[config.mk]
export PLATFORM = sky130hd
export DESIGN_NAME = mult_rr_sched_4req
export DESIGN_NICKNAME = d
export VERILOG_FILES = /design/src/rtl/mult_rr_sched_4req.sv
export SDC_FILE = /design/constraint.sdc
export NUM_CORES = 1
export LEC_CHECK = 0
export BUFFER_PORTS_ARGS = -buffer_cell sky130_fd_sc_hd__clkbuf_2
export CORE_UTILIZATION = 39
export DETAILED_ROUTE_END_ITERATION = 12
export PLACE_DENSITY = 0.85
export SYNTH_ARGS = -nofsm -noshare
export SYNTH_HDL_FRONTEND = slang
export SYNTH_SLANG_ARGS = --single-unit
[constraint.sdc]
create_clock -name clk -period 1.9 [get_ports clk]
set_input_delay 0.095 -clock clk [delete_from_list [all_inputs] [get_ports clk]]
set_output_delay 0.095 -clock clk [all_outputs]
set_load 0.005 [all_outputs]
[src/rtl/mult_rr_sched_4req.sv]
// Four-requester round-robin front end for a shared pipelined 8x8 signed multiplier.
// Optional MULT_SCHED_STATS_EN adds a saturating issue_cnt transfer counter.
module mult_rr_sched_4req #(
  parameter int unsigned LATENCY = 8
) (
  input  logic        clk,
  input  logic        reset,
  input  logic [3:0]  req,
  input  logic [31:0] a_in,
  input  logic [31:0] b_in,
  input  logic        hold,
  output logic [3:0]  gnt,
  output logic [7:0]  mult_a,
  output logic [7:0]  mult_b,
  input  logic [15:0] mult_y,
  output logic        rsp_valid,
  output logic [1:0]  rsp_id,
  output logic [15:0] rsp_y,
  output logic        idle
`ifdef MULT_SCHED_STATS_EN
  ,
  output logic [15:0] issue_cnt
`endif
);

  logic [1:0]         ptr;
  logic [1:0]         cand;
  logic [1:0]         gnt_idx;
  logic               gnt_any;
  logic [LATENCY-1:0] tag_v;
  logic [1:0]         tag_id [LATENCY];

  // ptr holds the index with highest priority this cycle (last granted + 1)
  always_comb begin
    gnt_any = 1'b0;
    gnt_idx = ptr;
    cand    = ptr;
    for (int unsigned k = 0; k < 4; k++) begin
      cand = ptr + 2'(k);
      if (!gnt_any && req[cand]) begin
        gnt_any = 1'b1;
        gnt_idx = cand;
      end
    end
    if (hold || reset) gnt_any = 1'b0;
  end

  always_comb begin
    gnt    = gnt_any ? (4'b0001 << gnt_idx) : '0;
    mult_a = gnt_any ? a_in[{gnt_idx, 3'b000} +: 8] : '0;
    mult_b = gnt_any ? b_in[{gnt_idx, 3'b000} +: 8] : '0;
  end

  always_ff @(posedge clk or posedge reset) begin
    if (reset) begin
      ptr   <= '0;
      tag_v <= '0;
      for (int unsigned k = 0; k < LATENCY; k++) tag_id[k] <= '0;
    end else begin
      if (gnt_any) ptr <= gnt_idx + 2'd1;
      tag_v[0]  <= gnt_any;
      tag_id[0] <= gnt_idx;
      for (int unsigned k = 1; k < LATENCY; k++) begin
        tag_v[k]  <= tag_v[k-1];
        tag_id[k] <= tag_id[k-1];
      end
    end
  end

  // Last tag stage lines up with the multiplier output of the same transfer
  always_comb begin
    rsp_valid = tag_v[LATENCY-1];
    rsp_id    = rsp_valid ? tag_id[LATENCY-1] : '0;
    rsp_y     = rsp_valid ? mult_y : '0;
    idle      = ~((|tag_v) | gnt_any);
  end

`ifdef MULT_SCHED_STATS_EN
  always_ff @(posedge clk or posedge reset) begin
    if (reset) begin
      issue_cnt <= '0;
    end else if (gnt_any && (issue_cnt != '1)) begin
      issue_cnt <= issue_cnt + 16'd1;
    end
  end
`endif

endmodule

# Yosys cells after proc, flatten, opt, wreduce, memory -nomap -nowiden
# Index checks and enable logic that the tools add are counted.
# op_classes
n_addsub	4
mul	0
div	0
magnitude_cmp	4
eq_ne	0
n_shift	3
mux	21
n_bitwise	2
n_reduce_logical	8
# ops
op	count
$shiftx A32 B6 Y8	2
$mux W16	1
$mux W8	2
$lt A2 B3 Y1 const B	4
$mux W1	9
$bmux W1 S2	4
$mux W2	4
$reduce_or A8 Y1	1
$add A2 B1 Y2 const B	2
$add A2 B2 Y2 const B	2
$mux W4	1
$shl A1 B2 Y4 const A	1
$logic_and A1 B1 Y1	3
$logic_not A1 Y1	3
$logic_or A1 B1 Y1	1
$not A1 Y1	1
$or A1 B1 Y1	1
# totals
register_bits	26
latch_bits	0
ramBits	0
rom_bits	0
input_bits	87
out_inout_bits	40
wordCells	52
memories	0

# Depth between registers and ports, before layout
# Gate-level depths: netlist of the first run.
# logic_depth
depth_word	15
mapped_depth	7
ltp_nobuf	6

# Worst setup path before layout of the first run
# Ideal clock, no wire load.
# synth_timing
path_type	register to register
start	reg ptr[0]
end	reg ptr[1]
setup_ns	0.128
t_arrival_ns	1.406
path_slack_ns	0.366
path_stages_with_launch	8
n_path_buf	1
path_cell_list	dfrtp_1 -> nor2b_4 -> nor2_1 -> o2bb2ai_4 -> buf_8 -> ha_1 -> nand2_1 -> o21ai_0
# synth_via
elab_chain_cells	13
word_cells_on_any_way	26
classes_between	4 x add/sub; 16 x mux; 6 x reduce/logical
# synth_lines
item	line	source
from (decl)	26	logic [1:0] ptr;
from (signal assigned)	60	if (gnt_any) ptr <= gnt_idx + 2'd1;
parallel branches: the longest is 11 deep, another holds $add A2 B1 Y2	--	
$mux W2 (*)	40	if (!gnt_any && req[cand]) begin
net gnt_idx[1]	28	logic [1:0] gnt_idx;
$add A2 B1 Y2 (*)	60	
# Mark *: on every way through the listed nets, which the timed path passes. The select of a mux whose other input is x is not followed.
# A chain may end at the register's enable or synchronous reset.

# Final worst setup path of the first run
# layout_timing
start	in reset
end	out mult_a[6]
# layout_via
elab_chain_cells	3
# layout_lines
item	line	source
from (decl)	7	input logic reset,
$logic_or A1 B1 Y1	45	if (hold || reset) gnt_any = 1'b0;
$mux W1	45	
$mux W8	50	mult_a = gnt_any ? a_in[{gnt_idx, 3'b000} +: 8] : '0;
to (decl)	13	output logic [7:0] mult_a,
# No other way between the ends.

==> results.toml, run 1 <==
[run_status]
violations = "negative setup slack"
status = "complete, but fails checks"

[min_path]
hold_class = "in2reg"

[power]
peakVddDrop_mv = 0.542
power.total_mw = 2.20
p_per_area_nw_per_um2 = 918
leakagePower_nw = 1.33

[drt]
vias = 1566
drcViolationCount = 0
wl_um = 4010
ant_nets = 0
routedWlPerCell_um = 12.7
drt_pre_antenna_iters = 4
via_per_inst = 4.96
dr.first_iter.drc_count = 14

[floorplanning]
io_pins = 127
die_width_um = 64.8
rows = 22
fp.dieH_um = 64.8
core_um2 = 3720
dieArea_um2 = 4200
start_util = 0.414

[clock_network]
clk_latency_ns = 0.27
clock-sinks = 26
cts_buffer_depth = 2
path_clk_slew_ns = 0.09
htreeDepth = 1
cts_tree = "built"
cts_made_buffers = 3
cts-root-buf = "clkbuf_8"

[global_routing]
grt_pass1_wl_um = 6310
grt_pass1_vias = 1581
grt_max_degree = 27
grt_usage = 0.198
antenna_found_initial = 0
gr-total-overflow = 0

[final_layout]
final_cell_mix = "clkbuf_2 (124), mux2i_1 (30), dfrtp_1 (24), and2_1 (22), o22ai_1 (11)"
diodes = 0
seqCellArea_um2 = 653
layout.nets = 360
layout_commonest_cell = "clkbuf_2"
syn2layout_area_growth_pct = 55.6
drive_gt1_frac = 0.612
multi_input_area_um2 = 865
fill_cells = 297

[timing]
slew_headroom = 0.698
maxSlewViolCount = 0
whs_ns = 0.192
skew_ns = 0.000654
fmax_mhz = 521
worst_pin_slew_ns = 0.451
worst_slack_ns = -0.0189
finalCriticalPeriod_ns = 1.92
hold_violations = 0
rsz0062_at_grt = "true"
post-route-period-util = 1.01
setup_violations = 4

[setup_path]
crit_buf_inv = 3
crit_path_max_incr_delay_ns = 0.56
crit_slowest_cell = "dlygate4sd3_1"
crit_path_max_fanout = 17
path_delay_family = "buffers and inverters"
crit_chain = "dlygate4sd3_1 > clkbuf_2 > nor3_2 > nand2_4 > o22ai_1 > clkbuf_2"
cp-start-kind = "input pin"
path_class = "in2out"
end_kind = "output port"
arrival_ns = 1.82
crit_top_cell = "clkbuf_2"
cp.required_ns = 1.80

[yosys]
ys_ff_latch = 26
synth.avg_cell_area_um2 = 11.3
synth_top_area_frac = 0.422
seq_area_frac_synth = 0.422
yosysTopAreaCell = "dfrtp_1"
synth_nets = 227
synth_area_leaders = "dfrtp_1 (42%), mux2i_1 (21%), and2_1 (8.9%)"
ys_warn_count = 0
synthesis.instances = 136
syn_area_um2 = 1540
synth.distinct_cells = 26

[placed_design]
numPortBuffers = 126
hpwl_um = 3110
gp_congestion = 0.824

[job]
cap_violations = 0
-- stage by stage --
| step | cells | TNS (ns) | setup slack, ns | util | cell area (um^2) |
|---|---|---|---|---|---|
| 3_5_place_dp | 306 | 0 | 0.173 | 0.587 | 2180 |
| 3_3_place_gp | 306 | 0 | 0.175 | 0.587 | 2180 |
| 4_1_cts | 318 | -0.228 | -0.0219 | 0.646 | 2400 |
| 6_report | 316 | -0.0431 | -0.0189 | 0.645 | 2400 |
| 5_1_grt | 316 | -1.46 | -0.0944 | 0.645 | 2400 |
| 2_1_floorplan | 136 | 0 | 0.366 | - | 1540 |
-- Yosys cell counts --
cell type / number
inv_1: 4
ha_1: 4
nand2_1: 3
nand2_2: 2
buf_8: 1
o2bb2ai_4: 1
a21oi_2: 2
buf_2: 1
nor3_1: 1
nor4_1: 3
a21oi_1: 2
nor2_1: 3
o21a_1: 1
buf_12: 2
o221a_2: 1
clkbuf_1: 1
mux2i_1: 32
clkinv_2: 1
and2_1: 22
nor2b_2: 1
o21ai_0: 2
dfrtp_1: 26
buf_6: 2
o22ai_1: 16
nor3_2: 1
nor2b_4: 1
-- sequential cells by signal (all words and copies together), names as in the netlist --
name / count
tag_v: 8
ptr: 2
tag_id: 16
-- worst register-to-register path, cell delays in order, from the launching register on --
cell	delay, ns
dfrtp_2	0.45
nor2b_4	0.14
nor2_2	0.06
o2bb2ai_4	0.20
buf_12	0.21
ha_2	0.29
nand2_1	0.06
o21ai_0	0.08
-- power by group --
part           internal [mW]  total (mW)  switching [mW]
combinational          0.509       0.971           0.461
sequential             0.707       0.776          0.0684
clock                  0.282       0.454           0.172
-- cell families after synthesis --
kind of cell               count (synthesis)  share of synthesized area
AOI/OAI and AO/OA                         25                      0.119
adders and majority gates                  4                     0.0325
buffers and inverters                     12                     0.0690
DFF                                       26                      0.422
muxes                                     32                      0.208
and+or+nand+nor                           37                      0.149
-- cell type report --
type,instances,area share
inverter,5,0.00992
timing repair buffer,135,0.302
sequential,26,0.272
clock buffer,3,0.0172
clock inverter,1,0.0125
tap,48,0.0251
multi-input combinational,98,0.361
-- worst paths after layout --
kind / startpoint / endpoint / slack (ns) / cells past startpoint
max: reset / mult_a[6] / -0.02 / 6
min: hold / tag_v[0] / 0.19 / 3
max reg2reg: ptr[0] / ptr[1] / 0.31 / 7
min reg2reg: tag_id[8] / tag_id[6] / 0.36 / 0
max in group asynchronous: reset / ptr[1] / 1.16 / 4
min in group asynchronous: reset / ptr[0] / 0.48 / 4
-- layer usage --
metal	track usage	part of all wire
met3	0.0528	0.096
met5	0	0
met4	0.106	0.022
met2	0.384	0.53
met1	0.184	0.35
-- timing repair --
item | in CTS | in global routing
hold buffers | 1 | 0
cloned | 2 | 0
gates resized for setup | 12 | 20
endpoints found under the hold margin | 26 | 0
setup endpoints to repair | 19 | 20
pin swaps | 2 | 4
buffers inserted | 5 | 1
(Power assumes the default switching activity.)
==> run 2: changes to the inputs <==
--- a/config.mk
+++ b/config.mk
@@ -5,7 +5,8 @@
 export SDC_FILE = /design/constraint.sdc
 export NUM_CORES = 1
 export LEC_CHECK = 0
-export BUFFER_PORTS_ARGS = -buffer_cell sky130_fd_sc_hd__clkbuf_2
+export BUFFER_PORTS_ARGS = -buffer_cell sky130_fd_sc_hd__buf_2
+export CORE_ASPECT_RATIO = 0.5
 export CORE_UTILIZATION = 39
 export DETAILED_ROUTE_END_ITERATION = 12
 export PLACE_DENSITY = 0.85
==> constraint.sdc (replaced) <==
create_clock -name clk -period 2.2 [get_ports clk]
set_input_delay 0.11 -clock clk [delete_from_list [all_inputs] [get_ports clk]]
set_output_delay 0.11 -clock clk [all_outputs]
set_load 0.005 [all_outputs]
==> run 2 against run 1 <==
  * Clock-buffer cell count stayed put
  * The flow now finishes without violations
  * First-iteration DRC count shrank 21%
  * Clock skew about the same
  * Sequential share of layout area rose by 1.5 points
  * Register-to-register slack improved by 0.22 ns
  * Non-clock buffer count is 5 lower
  * Combinational power decreased by 25%
  * Largest cell class unchanged
  * Via count fell by 4.4%
  * Global-route usage is 1.6 points lower
  * Flip-flop and latch count is the same
  * Die area increased by 0.35%
==> results.toml, run 2 (synthesized netlist as in run 1, its figures left out) <==
[run_status]
status = "finished, final reports clean"

[final_layout]
seqCellArea_um2 = 651
fill_cells = 299
drive_gt1_frac = 0.548
layout.nets = 355
final_cells = 314
reg_top3 = "tag_id (16), tag_v (8), ptr (2)"
layout_commonest_cell = "buf_2"
final_cell_mix = "buf_2 (126), mux2i_1 (32), dfrtp_1 (26), and2_1 (22), o22ai_1 (16)"
top_register = "tag_id"
diodes = 0
multi_input_area_um2 = 783
largest_reg_flops = 16
fin_util = 0.628
syn2layout_area_growth_pct = 46.9

[floorplanning]
io_pins = 127
start_util = 0.427
dieArea_um2 = 4220
core_um2 = 3600
die_width_um = 90.9
rows = 15
fp.dieH_um = 46.4

[timing]
worst_pin_slew_ns = 0.950
fmax_mhz = 485
post-route-period-util = 0.937
tns_ns = 0
slew_headroom = 0.366
setup_violations = 0
finalCriticalPeriod_ns = 2.06
worst_slack_ns = 0.139
hold_violations = 0
rsz0062_at_grt = "false"
maxSlewViolCount = 0
skew_ns = 0.000662

[clock_network]
cts_resized = 0
clk_latency_ns = 0.27
htreeDepth = 1
postCtsHoldBufs = 0
cts_tree = "built"
cts_made_buffers = 3
clock-sinks = 26
path_clk_slew_ns = 0.09
cts_buffer_depth = 2
cts-root-buf = "clkbuf_8"

[power]
peakVddDrop_mv = 0.411
power.total_mw = 1.78
comb_power_share = 0.408
sequentialPowerShare = 0.373
internal-power_mw = 1.23
p_per_area_nw_per_um2 = 785
leakagePower_nw = 1.29
p_switching_mw = 0.549
switching_share = 0.309
clock_power_share = 0.219

[setup_path]
crit_path_max_fanout = 17
crit_chain = "inv_1 > a21oi_1 > o221a_2 > nand2_2 > o22ai_1 > buf_2"
r2r_cells = 8
r2r-start = "ptr[1]"
worstReg2RegEnd = "ptr[1]"
ff2ff_setup_slack_ns = 0.53
arrival_ns = 1.95
cp.required_ns = 2.09
end_kind = "output port"
cp-start-kind = "flop"
path_class = "reg2out"
cp-startpoint = "ptr[1]"
cp-endpoint = "mult_b[3]"
crit_slowest_cell = "dfrtp_1"
crit_path_max_incr_delay_ns = 0.43

[drt]
vias = 1497
routedWlPerCell_um = 12.5
wl_um = 3930
ant_nets = 0
via_per_inst = 4.77
drcViolationCount = 0
dr.first_iter.drc_count = 11
drt_pre_antenna_iters = 4

[job]
cap_violations = 0

[min_path]
hold_class = "in2async"

[global_routing]
grt_pass1_wl_um = 5980
gr-total-overflow = 0
grt_usage = 0.182
antenna_found_initial = 0
grt_max_degree = 27
grt_pass1_vias = 1440

[placed_design]
hpwl_um = 3170
dp_slack_ns = 0.272
gp_congestion = 0.721
place_inst = 307
numPortBuffers = 126
## run 2: cell count changes in the layout (fill, tap and decap cells not counted), moves of 5 or more
cell,previous run,this run
buf_2,2,126
clkbuf_2,124,0
o22ai_1,11,16
o22ai_2,5,0
## run 2: power groups by stage
| stage | Clock (mW) | Sequential, mW | Combinational (mW) |
|---|---|---|---|
| final | 0.390 | 0.663 | 0.724 |
| after global routing | 0.416 | 0.680 | 0.791 |
| after CTS | 0.399 | 0.665 | 0.727 |
| after detailed placement | 0 | 0.675 | 0.695 |
| after global placement | 0 | 0.664 | 0.667 |
| after floorplan | 0 | 0.655 | 0.543 |
## run 2: area by class of cell
| class | count | area share |
|---|---|---|
| Inverter | 5 | 0.00885 |
| Clock inverter | 1 | 0.0133 |
| Clock buffer | 3 | 0.0183 |
| Timing Repair Buffer | 130 | 0.298 |
| Sequential cell | 26 | 0.288 |
| Multi-Input combinational cell | 98 | 0.346 |
| Tap cell | 51 | 0.0282 |
## run 2: worst min path at each step
stage	depth (start not counted)	to	slack, ns	from
3_5_place_dp	0	tag_id[12]	0.34	tag_id[14]
5_1_grt	2	tag_v[0]	0.08	hold
2_1_floorplan	1	ptr[0]	0.15	reset
6_report	2	ptr[1]	0.06	reset
4_1_cts	2	tag_v[0]	0.07	hold
3_3_place_gp	0	tag_id[9]	0.33	tag_id[11]
## run 2: worst max-delay path: cells and delay by family, from the launching register on
family	cells	cell delay (ns)
AO/OA/AOI/OAI	3	0.74
AND/OR/NAND/NOR	1	0.24
flip-flops	1	0.43
buffers and inverters	2	0.28
## run 2: per-stage QoR
| stage | instance area (um^2) | hold WS, ns |
|---|---|---|
| 4_1_cts | 2260 | 0.0740 |
| 5_1_grt | 2260 | 0.0838 |
| 2_1_floorplan | 1540 | 0.150 |
| 6_report | 2260 | 0.0617 |
| 3_5_place_dp | 2170 | 0.336 |
| 3_3_place_gp | 2170 | 0.333 |
## run 2: timing repair
action,CTS,global route
endpoints found under the setup margin,3,0
setup buffers,3,0
hold endpoints to repair,0,0
## run 2: per-layer routing
metal,wire length (um),share of wire,GRT usage
met4,38,0.0097,0.0857
met2,2000,0.51,0.347
met3,295,0.075,0.0429
met5,0,0,0
met1,1590,0.41,0.203
==> run 3: changes to the inputs <==
--- a/config.mk
+++ b/config.mk
@@ -7,6 +7,7 @@
 export LEC_CHECK = 0
 export BUFFER_PORTS_ARGS = -buffer_cell sky130_fd_sc_hd__buf_2
 export CORE_ASPECT_RATIO = 0.5
+export CORE_MARGIN = 2
 export CORE_UTILIZATION = 39
 export DETAILED_ROUTE_END_ITERATION = 12
 export PLACE_DENSITY = 0.85
==> run 3 against run 2 <==
  * Clock power shrank 1%
  * Combinational power shrank 0.8%
  * First-iteration DRC count grew to 3.4 times the previous value
  * Worst hold slack lost 0.0085 ns
  * Via count shrank 0.60%
  * Non-clock buffer count is the same
  * Power shrank 0.46%
  * Cell area grew 0.17%
  * Sequential power is essentially flat
  * Critical endpoint is now mult_a[6]
  * Largest cell class unchanged
==> results.toml, run 3 (synthesized netlist as in run 1, its figures left out) <==
[setup_path]
r2r-start = "ptr[1]"
path_class = "reg2out"
cp.required_ns = 2.09
arrival_ns = 1.91
end_kind = "output port"
cp-startpoint = "ptr[1]"
r2r_cells = 6
crit_path_max_fanout = 17
cp-start-kind = "flop"

[global_routing]
gr-total-overflow = 0
grt_pass1_vias = 1525
antenna_found_initial = 0
grt_usage = 0.177
grt_pass1_wl_um = 6470
grt_max_degree = 27

[placed_design]
gp_congestion = 0.689
numPortBuffers = 126
placed_cell_area_um2 = 2170
hpwl_um = 3140

[drt]
dr.first_iter.drc_count = 37
ant_nets = 0
routedWlPerCell_um = 12.3
vias = 1488
via_per_inst = 4.69
drt_pre_antenna_iters = 4
drcViolationCount = 0
wl_um = 3890

[floorplanning]
fp.dieH_um = 48.4
rows = 16
dieArea_um2 = 4500
io_pins = 127
core_um2 = 3840
start_util = 0.401
die_width_um = 92.9

[clock_network]
path_clk_slew_ns = 0.08
clock-sinks = 26
cts_buffer_depth = 2
cts_made_buffers = 3
clk_latency_ns = 0.27
cts-root-buf = "clkbuf_8"
cts_tree = "built"
htreeDepth = 1

[final_layout]
stdcell_area_um2 = 2270
syn2layout_area_growth_pct = 47.1
final_cell_mix = "buf_2 (126), mux2i_1 (32), dfrtp_1 (26), and2_1 (22), o22ai_1 (16)"
layout.nets = 355
layout_commonest_cell = "buf_2"
drive_gt1_frac = 0.548
diodes = 0
largest_reg_flops = 16
top_register = "tag_id"
reg_top3 = "tag_id (16), tag_v (8), ptr (2)"

[min_path]
hold_class = "in2async"

[timing]
rsz0062_at_grt = "false"
hold_violations = 0
fmax_mhz = 495
slew_headroom = 0.383
post-route-period-util = 0.919
skew_ns = 0.00232
maxSlewViolCount = 0
worst_pin_slew_ns = 0.924
setup_violations = 0
finalCriticalPeriod_ns = 2.02
tns_ns = 0

[run_status]
status = "finished, final reports clean"

[power]
p_per_area_nw_per_um2 = 780
peakVddDrop_mv = 0.334
leakagePower_nw = 1.29

[job]
cap_violations = 0
run 3: cell counts in the layout (fill, tap and decap cells not counted):
Identical to the previous run, type by type.
run 3: critical path: stages (launching register included):
cell and delay [ns]:
dfrtp_1 0.43, inv_1 0.12, a21oi_1 0.16, o221a_2 0.28, nand2_2 0.23, o22ai_1 0.27, buf_2 0.15
run 3: layer usage:
| layer | share of wire | vias up | global-route usage |
|---|---|---|---|
| li1 | - | 739 | - |
| met1 | 0.39 | 671 | 0.194 |
| met2 | 0.52 | 76 | 0.347 |
| met3 | 0.084 | 2 | 0.0343 |
| met4 | 0.0051 | 0 | 0.0490 |
| met5 | 0 | - | 0 |
run 3: worst paths after layout:
path / to / slack (ns)
hold / removal: tag_v[0] / 0.05
hold reg to reg: tag_id[9] / 0.35
max in group asynchronous: tag_v[6] / 1.59
setup reg to reg: ptr[1] / 0.63
setup / recovery: mult_a[6] / 0.18
min in group clk: tag_v[0] / 0.08
run 3: where the power goes:
group          internal (mW)  switching (mW)
clock network          0.243           0.142
logic                  0.375           0.342
registers              0.608          0.0567
total                   1.23           0.542
run 3: per-stage QoR:
step,power (mW),worst slack (ns),instances,util,hold slack (ns)
after floorplan,1.20,0.662,136,-,0.150
after global placement,1.33,0.383,310,0.565,0.332
after detailed placement,1.37,0.289,310,0.565,0.335
after CTS,1.76,0.0102,314,0.584,0.0653
after global routing,1.89,0.00773,317,0.590,0.0761
final,1.77,0.179,317,0.590,0.0531
run 3: final cells by class:
type | instances | area (um^2)
fill | 342 | 1580
tap | 54 | 67.6
sequential | 26 | 651
clock inverter | 1 | 30.0
timing repair buffer | 130 | 673
inverter | 5 | 20.0
multi-input combinational | 98 | 783
clock buffer | 3 | 41.3
run 3: timing repair:
action                     in CTS  in global routing
resized for setup               0                  0
setup endpoints to repair       1                 12
hold buffers                    0                  0
pin swaps                       1                  1
buffers inserted                0                  3
cloned                          0                  0
